[src/rtl/fifo_ptr_pkg.sv]
// Shared pointer helpers for the asynchronous FIFO.
// Gray/binary conversion functions work on a fixed maximum width; callers
// zero-extend their operand and truncate the result to the width they need.
// params_ok() validates the read-side parameter pair at elaboration.
package fifo_ptr_pkg;

  localparam int unsigned MaxW = 32;

  function automatic logic [MaxW-1:0] bin2gray(input logic [MaxW-1:0] b);
    return b ^ (b >> 1);
  endfunction

  // Prefix XOR from the MSB down, limited to the low w bits.
  function automatic logic [MaxW-1:0] gray2bin(input logic [MaxW-1:0] g,
                                               input int unsigned   w);
    logic [MaxW-1:0] b;
    logic            acc;
    b   = '0;
    acc = 1'b0;
    for (int i = MaxW - 1; i >= 0; i--) begin
      if (i < int'(w)) begin
        acc  = acc ^ g[i];
        b[i] = acc;
      end
    end
    return b;
  endfunction

  // Address width must be usable and the threshold must lie below the depth.
  function automatic bit params_ok(input int unsigned addrsize, input int unsigned thresh);
    return (addrsize >= 1) && (addrsize < 31) &&
           (longint'(thresh) < (longint'(1) << addrsize));
  endfunction

endpackage

[src/rtl/rptr_empty_lvl_if.sv]
// Read-side FIFO status bus.
// master: the consumer (drives rinc, rclr_err) plus the synchroniser output
//         (rq2_wptr); observes address, pointer and status.
// slave:  the rptr_empty_lvl block.
interface rptr_empty_lvl_if #(
  parameter int unsigned ADDRSIZE = 4
);

  logic                rinc;
  logic                rclr_err;
  logic [ADDRSIZE:0]   rq2_wptr;
  logic [ADDRSIZE-1:0] raddr;
  logic [ADDRSIZE:0]   rptr;
  logic                rempty;
  logic                raempty;
  logic [ADDRSIZE:0]   rlevel;
  logic                runderflow;

  modport master (
    output rinc, rclr_err, rq2_wptr,
    input  raddr, rptr, rempty, raempty, rlevel, runderflow
  );

  modport slave (
    input  rinc, rclr_err, rq2_wptr,
    output raddr, rptr, rempty, raempty, rlevel, runderflow
  );

endinterface

[src/rtl/gray2bin.sv]
// Combinational Gray-to-binary converter of any width.
//   gray  input  WIDTH  Gray-coded value
//   bin   output WIDTH  binary equivalent
// Each binary bit is the XOR of all Gray bits at or above its position.
module gray2bin #(
  parameter int unsigned WIDTH = 5
) (
  input  logic [WIDTH-1:0] gray,
  output logic [WIDTH-1:0] bin
);

  for (genvar i = 0; i < WIDTH; i++) begin : g_bit
    assign bin[i] = ^gray[WIDTH-1:i];
  end

endmodule

[src/rtl/rptr_empty_lvl.sv]
// Read-side pointer and status block of the asynchronous FIFO (rclk domain).
//   rclk, rrst_n     read clock, asynchronous active-low reset
//   bus.rinc         pop request, ignored while rempty
//   bus.rclr_err     clears the sticky underflow flag
//   bus.rq2_wptr     Gray write pointer, already synchronised into rclk
//   bus.raddr        binary RAM read address (slice of rbin register)
//   bus.rptr         registered Gray read pointer for the write domain
//   bus.rempty       registered empty flag
//   bus.raempty      registered level <= AEMPTY_THRESH
//   bus.rlevel       registered words available, 0..2^ADDRSIZE
//   bus.runderflow   sticky: pop requested while empty
module rptr_empty_lvl
  import fifo_ptr_pkg::*;
#(
  parameter int unsigned ADDRSIZE      = 4,
  parameter int unsigned AEMPTY_THRESH = 2
) (
  input logic             rclk,
  input logic             rrst_n,
  rptr_empty_lvl_if.slave bus
);

  localparam int unsigned      PtrW         = ADDRSIZE + 1;
  localparam logic [ADDRSIZE:0] AemptyThresh = PtrW'(AEMPTY_THRESH);

  if (!params_ok(ADDRSIZE, AEMPTY_THRESH)) begin : g_param_err
    $error("rptr_empty_lvl: need ADDRSIZE >= 1 and AEMPTY_THRESH < 2**ADDRSIZE");
  end

  logic [ADDRSIZE:0] rbin_q, rbin_d;
  logic [ADDRSIZE:0] rptr_q, rgray_d;
  logic [ADDRSIZE:0] rlevel_q, level_d;
  logic [ADDRSIZE:0] wbin_s;
  logic              rempty_q, rempty_d;
  logic              raempty_q, raempty_d;
  logic              runderflow_q, runderflow_d;
  logic              pop;

  gray2bin #(
    .WIDTH(PtrW)
  ) u_wptr_g2b (
    .gray(bus.rq2_wptr),
    .bin (wbin_s)
  );

  always_comb begin
    pop     = bus.rinc & ~rempty_q;
    rbin_d  = rbin_q + PtrW'(pop);
    rgray_d = PtrW'(bin2gray(MaxW'(rbin_d)));
    // Modulo subtraction stays correct across pointer wrap.
    level_d   = wbin_s - rbin_d;
    rempty_d  = (rgray_d == bus.rq2_wptr);
    raempty_d = (level_d <= AemptyThresh);
    // Set has priority over clear.
    runderflow_d = (bus.rinc & rempty_q) | (runderflow_q & ~bus.rclr_err);
  end

  always_ff @(posedge rclk or negedge rrst_n) begin
    if (!rrst_n) begin
      rbin_q       <= '0;
      rptr_q       <= '0;
      rlevel_q     <= '0;
      rempty_q     <= 1'b1;
      raempty_q    <= 1'b1;
      runderflow_q <= 1'b0;
    end else begin
      rbin_q       <= rbin_d;
      rptr_q       <= rgray_d;
      rlevel_q     <= level_d;
      rempty_q     <= rempty_d;
      raempty_q    <= raempty_d;
      runderflow_q <= runderflow_d;
    end
  end

  assign bus.raddr      = rbin_q[ADDRSIZE-1:0];
  assign bus.rptr       = rptr_q;
  assign bus.rlevel     = rlevel_q;
  assign bus.rempty     = rempty_q;
  assign bus.raempty    = raempty_q;
  assign bus.runderflow = runderflow_q;

endmodule

[src/flat_wrapper.sv]
// flat-port wrapper written by rule: the top's interface ports become plain ports
module rptr_empty_lvl_flat import fifo_ptr_pkg::*;
#(
  parameter int unsigned ADDRSIZE      = 4,
  parameter int unsigned AEMPTY_THRESH = 2
)
  (rclk, rrst_n, bus_rinc, bus_rclr_err, bus_rq2_wptr, bus_raddr, bus_rptr, bus_rempty, bus_raempty, bus_rlevel, bus_runderflow);
  rptr_empty_lvl_if #(.ADDRSIZE(ADDRSIZE)) bus_i ();
  input logic rclk;
  input logic rrst_n;
  input wire logic [$bits(bus_i.rinc)-1:0] bus_rinc;
  input wire logic [$bits(bus_i.rclr_err)-1:0] bus_rclr_err;
  input wire logic [$bits(bus_i.rq2_wptr)-1:0] bus_rq2_wptr;
  output wire logic [$bits(bus_i.raddr)-1:0] bus_raddr;
  output wire logic [$bits(bus_i.rptr)-1:0] bus_rptr;
  output wire logic [$bits(bus_i.rempty)-1:0] bus_rempty;
  output wire logic [$bits(bus_i.raempty)-1:0] bus_raempty;
  output wire logic [$bits(bus_i.rlevel)-1:0] bus_rlevel;
  output wire logic [$bits(bus_i.runderflow)-1:0] bus_runderflow;
  assign bus_i.rinc = bus_rinc;
  assign bus_i.rclr_err = bus_rclr_err;
  assign bus_i.rq2_wptr = bus_rq2_wptr;
  assign bus_raddr = bus_i.raddr;
  assign bus_rptr = bus_i.rptr;
  assign bus_rempty = bus_i.rempty;
  assign bus_raempty = bus_i.raempty;
  assign bus_rlevel = bus_i.rlevel;
  assign bus_runderflow = bus_i.runderflow;
  rptr_empty_lvl #(.ADDRSIZE(ADDRSIZE), .AEMPTY_THRESH(AEMPTY_THRESH)) u_core (.rclk(rclk), .rrst_n(rrst_n), .bus(bus_i));
endmodule
[config.mk]
export PLATFORM = sky130hd
export DESIGN_NAME = rptr_empty_lvl_flat
export DESIGN_NICKNAME = d
export VERILOG_FILES = /design/src/rtl/fifo_ptr_pkg.sv /design/src/rtl/rptr_empty_lvl_if.sv /design/src/rtl/gray2bin.sv /design/src/rtl/rptr_empty_lvl.sv /design/src/flat_wrapper.sv
export SDC_FILE = /design/constraint.sdc
export NUM_CORES = 1
export LEC_CHECK = 0
export ABC_AREA = 1
export CORE_MARGIN = 2
export CORE_UTILIZATION = 45
export CTS_CLUSTER_DIAMETER = 60
export DETAILED_ROUTE_END_ITERATION = 10
export GPL_ROUTABILITY_DRIVEN = 0
export PLACE_DENSITY = 0.72
export RECOVER_POWER = 25
export SYNTH_ARGS = -nofsm -noshare
export SYNTH_HDL_FRONTEND = slang
export SYNTH_SLANG_ARGS = --single-unit
[constraint.sdc]
create_clock -name rclk -period 3.5 [get_ports rclk]
set_clock_uncertainty 0.15 [all_clocks]
set_input_delay 0.525 -clock rclk [delete_from_list [all_inputs] [get_ports rclk]]
set_output_delay 0.525 -clock rclk [all_outputs]
set_load 0.1 [all_outputs]
==> run metrics, run 1 <==
status finished clean; Area contributors post-synth dfrtp_1 36%, nand2_1 13%, inv_1 7.9%; Fin. Hold Viols 0; antenna diode instance count 0; H-tree depth 1; unrepaired setup endpoints after global routing no; cts hold-fix bufs 0; worst hold path type reg -> reg; initial core utilization 47.5%; FMAX 0.342 GHz; Routed Wire Length 1870 µm; worst-margin pin slew 980 ps; data arrival time of the worst path 3000 ps; Synth Instances 120; Max Cap Violations 0; largest net degree at the start of global routing 18; Slew Viols, Final 0; Die Ht 52.3 µm; DR iter-0 viols 10; Setup Buffers After CTS 0; Via Count 830; total CTS buffers 3; WL/cell 10.5 µm; # setup viols final 0; number of synthesized register bits 17; TritonRoute pass-1 iters 4; core area 2210 µm²; DP HPWL 1550 µm; max_slew headroom 34.5%; clk buf depth 2; mapped cell area 1050 µm²; Worst Setup End Kind flip-flop; grt ovf 0; Total Routing Usage GR 15.9%; Setup crit start kind primary input; period utilization 83.4%; top cell type's share of synthesized area 35.8%; # port buffers 25; register area share after synthesis 40.8%; Worst Path Max Fanout 4; post-synth cell types 22; initial antenna violation count 0; layout net count 165; root buffer cell clkbuf_4; # IOs 26; clock-pin slew of the registers on the worst-case setup and hold paths 100 ps; most frequent cells in the layout 35 x nand2_1, 22 x inv_1, 19 x clkdlybuf4s50_1, 15 x dfrtp_1, 11 x nand3_1; Synth warnings 0; first-pass GRT wire length 3200 µm; P&R area growth vs syn 28.8%; CP Data Required Time 3570 ps; DIE AREA 2740 µm²; DR DRC count 0; Clk Latency, worst-skew pair 280 ps; vias in the first global route 791; Synthesized Nets 135; chip width 52.3 µm; syn avg cell area 8.75 µm²; post-synth top area cell dfrtp_1; Final ANT Viol Nets 0; Tmin final 2920 ps; commonest non-fill, non-tap cell in the layout nand2_1; share of cells above drive strength 1 15.4%; Via density 4.69; Post-CTS Resized 0; CTS tree built; row cnt 17; setup_tns 0 ps; kind of critical path in -> reg; clk sinks 17
[layer usage]
| metal | vias to the layer above | global-route usage [%] | wire, µm |
|---|---|---|---|
| met5 | - | 0 | 0 |
| met4 | 0 | 7.69 | 19 |
| met3 | 2 | 0.857 | 54 |
| met2 | 14 | 27.9 | 957 |
| met1 | 389 | 19.8 | 834 |
| li1 | 425 | - | - |
[registers in the layout (all words and copies together) (netlist names)]
name                   flops
u_core.bus.rlevel          5
u_core.bus.raempty         1
u_core.bus.rempty          1
u_core.bus.rptr            4
u_core.rbin_q              5
u_core.bus.runderflow      1
[critical path: stages]
cell           delay, ps
dlygate4sd3_1        550
inv_1                 60
nor2_1                40
ha_1                 220
ha_1                 230
or2_4                270
nand2_4              100
inv_1                 50
ha_1                 320
inv_1                100
nor2_1                40
nand3_1              110
nand2_1               90
nand2_1               80
nand3_1               80
a21oi_2              120
[synth_stat cells (all sizes together)]
master	number
o21ai	1
nor2	2
or2	1
nor3	1
ha	6
dfrtp	15
inv	24
nand2	37
dfstp	2
xnor2	3
xor2	11
nand3	13
nand4	2
a21oi	2
[layout make-up]
type	instances	area [µm²]
Sequential cell	17	428
Multi-Input combinational cell	79	532
Fill cell	204	860
Timing Repair Buffer	25	240
Tap cell	28	35.0
Clock buffer	3	22.5
Clock inverter	1	5.00
Inverter	24	90.1
[cell families after synthesis]
group / count (synthesis) / synth area share (%)
flops: 17 / 40.8
compound gates: 3 / 1.79
simple gates: 56 / 25.0
buf+inv: 24 / 8.58
fa+ha+maj: 6 / 7.15
xor+xnor: 14 / 16.7
[stage by stage]
stage,util [%],hold slack [ps],setup WS (ps),cells,instance area (µm²)
after floorplan,-,79.4,637,120,1050
after global placement,59.9,371,473,173,1330
after detailed placement,59.9,378,421,173,1330
after CTS,61.1,394,717,177,1350
after global routing,61.1,405,420,177,1350
final,61.1,387,580,177,1350
[worst paths after layout]
kind                                        from                    end  slack (ps)  cells after the start
max in group asynchronous                 rrst_n     u_core.bus.rptr[0]        2180                      1
min in group asynchronous                 rrst_n       u_core.rbin_q[2]         570                      1
min reg2reg                u_core.bus.runderflow  u_core.bus.runderflow         390                      2
max                                     bus_rinc     u_core.bus.raempty         580                     16
min                        u_core.bus.runderflow  u_core.bus.runderflow         390                      2
max reg2reg                    u_core.bus.rempty     u_core.bus.raempty         860                     14
Power of run 1 is left out: the tool's default activity adds up to more than one toggle a clock period on the data nets, which glitch-free logic cannot reach.
==> inputs of run 2 (changes only) <==
- clock period: 3.5 -> 2.8 ns (I/O delays scaled with it)
==> run 2 against run 1 <==
  * Cell count grew 4.5%
  * Register-to-register slack worse by 690 ps
  * Die area stayed put
  * Setup slack worse by 410 ps
  * Via count is 1.2% higher
  * Critical endpoint unchanged
==> run metrics, run 2 (synthesized netlist as in run 1, its figures left out) <==
status finished clean; clock-pin slew of the registers on the worst-case setup and hold paths 80 ps (-20 ps); worst hold path type reg -> reg; Tmin final 2630 ps; setup_tns 0 ps (unchanged); Finished Layout Cells 185 (+4.5%); H-tree depth 1 (unchanged); clk buf depth 2 (unchanged); fillers 198 (-2.9%); max_slew headroom 52.4% (+18 points); Worst Setup End Kind flip-flop; Slew Viols, Final 0 (unchanged); clk sinks 17 (unchanged); initial core utilization 47.5% (unchanged); Max Cap Violations 0 (unchanged); commonest non-fill, non-tap cell in the layout nand2_1; largest net degree at the start of global routing 18 (unchanged); # IOs 26 (unchanged); grt ovf 0 (unchanged); Total Routing Usage GR 15.3% (-0.61 points); layout net count 173 (+4.8%); total CTS buffers 3 (unchanged); DR iter-0 viols 10 (unchanged); Post-CTS Resized 0 (unchanged); CP Data Required Time 2860 ps (-710 ps); kind of critical path reg -> reg; TritonRoute pass-1 iters 4 (unchanged); core area 2210 µm² (unchanged); WL/cell 10.6 µm (+0.50%); first-pass GRT wire length 2990 µm (-6.5%); DIE AREA 2740 µm² (unchanged); Worst Path Max Fanout 3 (-1); Setup crit start kind flip-flop; P&R area growth vs syn 31.8%; # setup viols final 0 (unchanged); Final ANT Viol Nets 0 (unchanged); vias in the first global route 761 (-3.8%); Via density 4.54 (-3.2%); DR DRC count 0 (unchanged); Die Ht 52.3 µm (unchanged); period utilization 93.9%; share of cells above drive strength 1 28.0% (+13 points); chip width 52.3 µm (unchanged); cts hold-fix bufs 0 (unchanged); antenna diode instance count 0 (unchanged); row cnt 17 (unchanged); FMAX 0.380 GHz; initial antenna violation count 0 (unchanged); most frequent cells in the layout 35 x nand2_1, 25 x buf_4, 22 x inv_1, 14 x dfrtp_1, 11 x nand3_1; # port buffers 25 (unchanged); worst-margin pin slew 712 ps (-268 ps); Setup Buffers After CTS 0 (unchanged); unrepaired setup endpoints after global routing no; data arrival time of the worst path 2690 ps (-310 ps); Clk Latency, worst-skew pair 270 ps (about the same); Via Count 840 (+1.2%); Placed Instances 181 (+4.6%); Fin. Hold Viols 0 (unchanged); Routed Wire Length 1960 µm (+5.0%); DP HPWL 1690 µm (+9.0%); root buffer cell clkbuf_4; CTS tree built
[run 2: cell types whose count changed in the layout (fill, tap and decap cells not counted), sizes merged]
cell / previous run / this run
clkdlybuf4s50: 19 / 7
dlygate4sd3: 2 / 1
clkinv: 1 / 0
clkbuf: 3 / 4
buf: 4 / 25
[run 2: worst max-delay path: stages, from the launching register on]
cell     delay [ps]
dfstp_4         630
nor2_1           50
ha_1            190
ha_1            210
or2_4           270
nand2_4          50
inv_1            40
ha_1            320
inv_1            80
nor2_1          100
nand3_1         130
nand3_1         140
nand3_1         100
a21oi_2         120
[run 2: layer usage]
layer	track usage [%]	up-vias	routed length (µm)
met5	0	-	0
met4	7.69	0	27
met3	2.57	2	69
met2	27.1	20	995
met1	17.6	383	868
li1	-	435	-
[run 2: path summary, 6_finish.rpt]
path                                            start                     to  cells after the start  slack, ps
worst max-delay path                u_core.bus.rempty     u_core.bus.raempty                     13        170
worst min-delay path            u_core.bus.runderflow  u_core.bus.runderflow                      2        390
worst max register to register      u_core.bus.rempty     u_core.bus.raempty                     13        170
worst min register to register  u_core.bus.runderflow  u_core.bus.runderflow                      2        390
max in group asynchronous                      rrst_n       u_core.rbin_q[0]                      1       1520
min in group asynchronous                      rrst_n     u_core.bus.rptr[2]                      1        490
[run 2: metrics by stage]
stage	utilization (%)	worst slack [ps]	instance area (µm²)	hold slack [ps]
2_1_floorplan	-	39.6	1050	-25.6
3_3_place_gp	61.4	-37.1	1360	374
4_1_cts	62.6	157	1380	393
5_1_grt	62.6	30.4	1380	415
6_report	62.6	169	1380	386
3_5_place_dp	61.4	-102	1360	377
[run 2: cell type report]
cell class	count	area, µm²	share of cell area, %
Multi-Input combinational cell	79	532	38.4
Sequential cell	17	433	31.3
Timing Repair Buffer	33	268	19.3
Inverter	24	90.1	6.51
Tap cell	28	35.0	2.53
Clock buffer	4	26.3	1.90
Power of run 2 is left out for the same reason.
==> inputs of run 3 (changes only) <==
--- a/config.mk
+++ b/config.mk
@@ -7,10 +7,12 @@
 export LEC_CHECK = 0
 export ABC_AREA = 1
+export CELL_PAD_IN_SITES_DETAIL_PLACEMENT = 2
+export CELL_PAD_IN_SITES_GLOBAL_PLACEMENT = 2
 export CORE_MARGIN = 2
-export CORE_UTILIZATION = 45
+export CORE_UTILIZATION = 28
 export CTS_CLUSTER_DIAMETER = 60
 export DETAILED_ROUTE_END_ITERATION = 10
 export GPL_ROUTABILITY_DRIVEN = 0
-export PLACE_DENSITY = 0.72
+export PLACE_DENSITY = 0.75
 export RECOVER_POWER = 25
 export SYNTH_ARGS = -nofsm -noshare
==> constraint.sdc (replaced) <==
create_clock -name rclk -period 2.8 [get_ports rclk]
set_clock_uncertainty 0.15 [all_clocks]
set_input_delay 0.56 -clock rclk [delete_from_list [all_inputs] [get_ports rclk]]
set_output_delay 0.56 -clock rclk [all_outputs]
set_load 0.1 [all_outputs]
==> run 3 against run 2 <==
  * Die area up 56%
  * Global-route usage down 1.1 points
  * Via count up 10%
  * Critical path depth up 2
  * Cell area up 11%
  * Sequential share of layout area down 3.2 points
  * Worst hold slack better by 14 ps
  * Utilization down 20 points
  * Setup slack worse by 78 ps
  * Routed wire length up 69%
  * Flip-flop and latch count unchanged
  * First-iteration DRC count up 100%
==> run metrics, run 3 (synthesized netlist as in run 1, its figures left out) <==
Total Routing Usage GR 14.2% (-1.1 points); Via Count 927 (+10%); root buffer cell clkbuf_8; chip width 65.2 µm (+25%); row cnt 22 (+5); Slew Viols, Final 0 (unchanged); Routed Wire Length 3320 µm (+69%); DR DRC count 0 (unchanged); clk sinks 17 (unchanged); # setup viols final 0 (unchanged); CP Cell Sequence clkdlybuf4s50_1 > inv_1 > nor2_1 > ha_2 > ha_4 > or2_4 > nand2_4 > inv_1 > ha_4 > inv_2 > nor2_2 > nand3_2 > nand3_1 > nand3_1 > a21oi_2; Setup crit start kind primary input; vias in the first global route 1060 (+39%); Final ANT Viol Nets 0 (unchanged); data arrival time of the worst path 2750 ps (+60 ps); commonest non-fill, non-tap cell in the layout nand2_1; Bufs and invs on worst path 4 (+2); Worst Setup End Kind flip-flop; Setup Buffers After CTS 0 (unchanged); fillers 412 (+110%); cts hold-fix bufs 0 (unchanged); kind of cell adding the most delay to the critical path simple AND/OR/NAND/NOR gates; period utilization 96.7% (+2.8 points); TritonRoute pass-1 iters 3 (-1); P&R area growth vs syn 46.7%; area of the multi-input gates 596 µm² (+12%); layout net count 179 (+3.5%); kind of critical path in -> reg; slowest cell on the critical path clkdlybuf4s50_1; Final Util 42.4% (-20 points); Clk Latency, worst-skew pair 250 ps (-20 ps); Tmin final 2710 ps (+78.3 ps); Die Ht 65.2 µm (+25%); DR iter-0 viols 20 (+10); Finished Layout Cells 211 (+14%); critical path depth 15 (+2); most frequent cells in the layout 33 x nand2_1, 31 x buf_4, 21 x inv_1, 14 x dfrtp_1, 9 x nand3_1; Placed Instances 207 (+14%); max_slew headroom 47.5% (-4.9 points); Via density 4.39 (-3.2%); total CTS buffers 3 (unchanged); sequential cell area 433 µm² (unchanged); CP Data Required Time 2840 ps (-20 ps); antenna diode instance count 0 (unchanged); FMAX 0.369 GHz (-2.9%); initial antenna violation count 0 (unchanged); grt ovf 0 (unchanged); initial core utilization 28.9% (-19 points); largest net degree at the start of global routing 18 (unchanged); status finished clean; clock-pin slew of the registers on the worst-case setup and hold paths 70 ps (about the same); Worst path max stage delay 420 ps (-210 ps); WHS Path Cells 2 (unchanged); core area 3630 µm² (+64%); DIE AREA 4250 µm² (+56%); DP HPWL 2490 µm (+47%); CTS tree built; Fin. Hold Viols 0 (unchanged); worst hold path type reg -> reg; # port buffers 25 (unchanged); worst-margin pin slew 785 ps (+73.0 ps); # IOs 26 (unchanged); Worst Path Max Fanout 3 (unchanged); Max Cap Violations 0 (unchanged); R2R depth 13 (unchanged); H-tree depth 1 (unchanged); Fin Hold WS 401 ps (+14.4 ps); share of cells above drive strength 1 38.7% (+11 points); WL/cell 15.7 µm (+49%); clk buf depth 2 (unchanged); first-pass GRT wire length 4640 µm (+55%)
[run 3: cell count changes in the layout (fill, tap and decap cells not counted), moves of 3 or more]
cell      delta
clkbuf_8     +3
clkbuf_4     -3
buf_4        +6
ha_1         -3
[run 3: final timing paths]
| path | startpoint | slack, ps | endpoint |
|---|---|---|---|
| worst max-delay path | bus_rinc | 90 | u_core.bus.raempty |
| worst min-delay path | u_core.bus.runderflow | 400 | u_core.bus.runderflow |
| worst max register to register | u_core.bus.rempty | 250 | u_core.bus.raempty |
| worst min register to register | u_core.bus.runderflow | 400 | u_core.bus.runderflow |
| max in group asynchronous | rrst_n | 1280 | u_core.rbin_q[0] |
| min in group asynchronous | rrst_n | 680 | u_core.bus.rptr[3] |
[run 3: repair_timing]
action	in CTS	in global routing
endpoints found under the hold margin	0	0
resized for setup	2	12
endpoints found under the setup margin	1	4
[run 3: through the flow]
step	setup TNS, ps	area, µm²	setup slack, ps
after global routing	-36.2	1540	-36.2
final	0	1540	91.1
after global placement	-241	1430	-147
after detailed placement	-699	1430	-287
after CTS	0	1480	4.78
after floorplan	0	1050	39.6
[run 3: area by class of cell]
cell class / instances / area share [%]
clock buffers: 3 / 2.68
clock inverters: 1 / 0.325
inverters: 24 / 5.85
multi-input cells: 79 / 38.7
flip-flops and latches: 17 / 28.1
well taps: 48 / 3.90
repair buffers: 39 / 20.5
[run 3: metal layers]
metal / vias up / routed length, µm / global-route usage (%)
met1: 465 / 1310 / 14.5
met3: 2 / 47 / 0.514
met5: - / 0 / 0
met2: 14 / 1930 / 30.0
li1: 446 / - / -
met4: 0 / 32 / 4.69
[run 3: worst reg2reg max path, cell delays in order, from the launching register on]
cell and delay [ps]:
dfstp_4 620, nor2_1 50, ha_2 190, ha_4 170, or2_4 250, nand2_4 60
inv_1 70, ha_4 280, inv_2 60, nor2_2 100, nand3_2 120, nand3_1 120
nand3_1 100, a21oi_2 140
Power of run 3 is left out for the same reason.
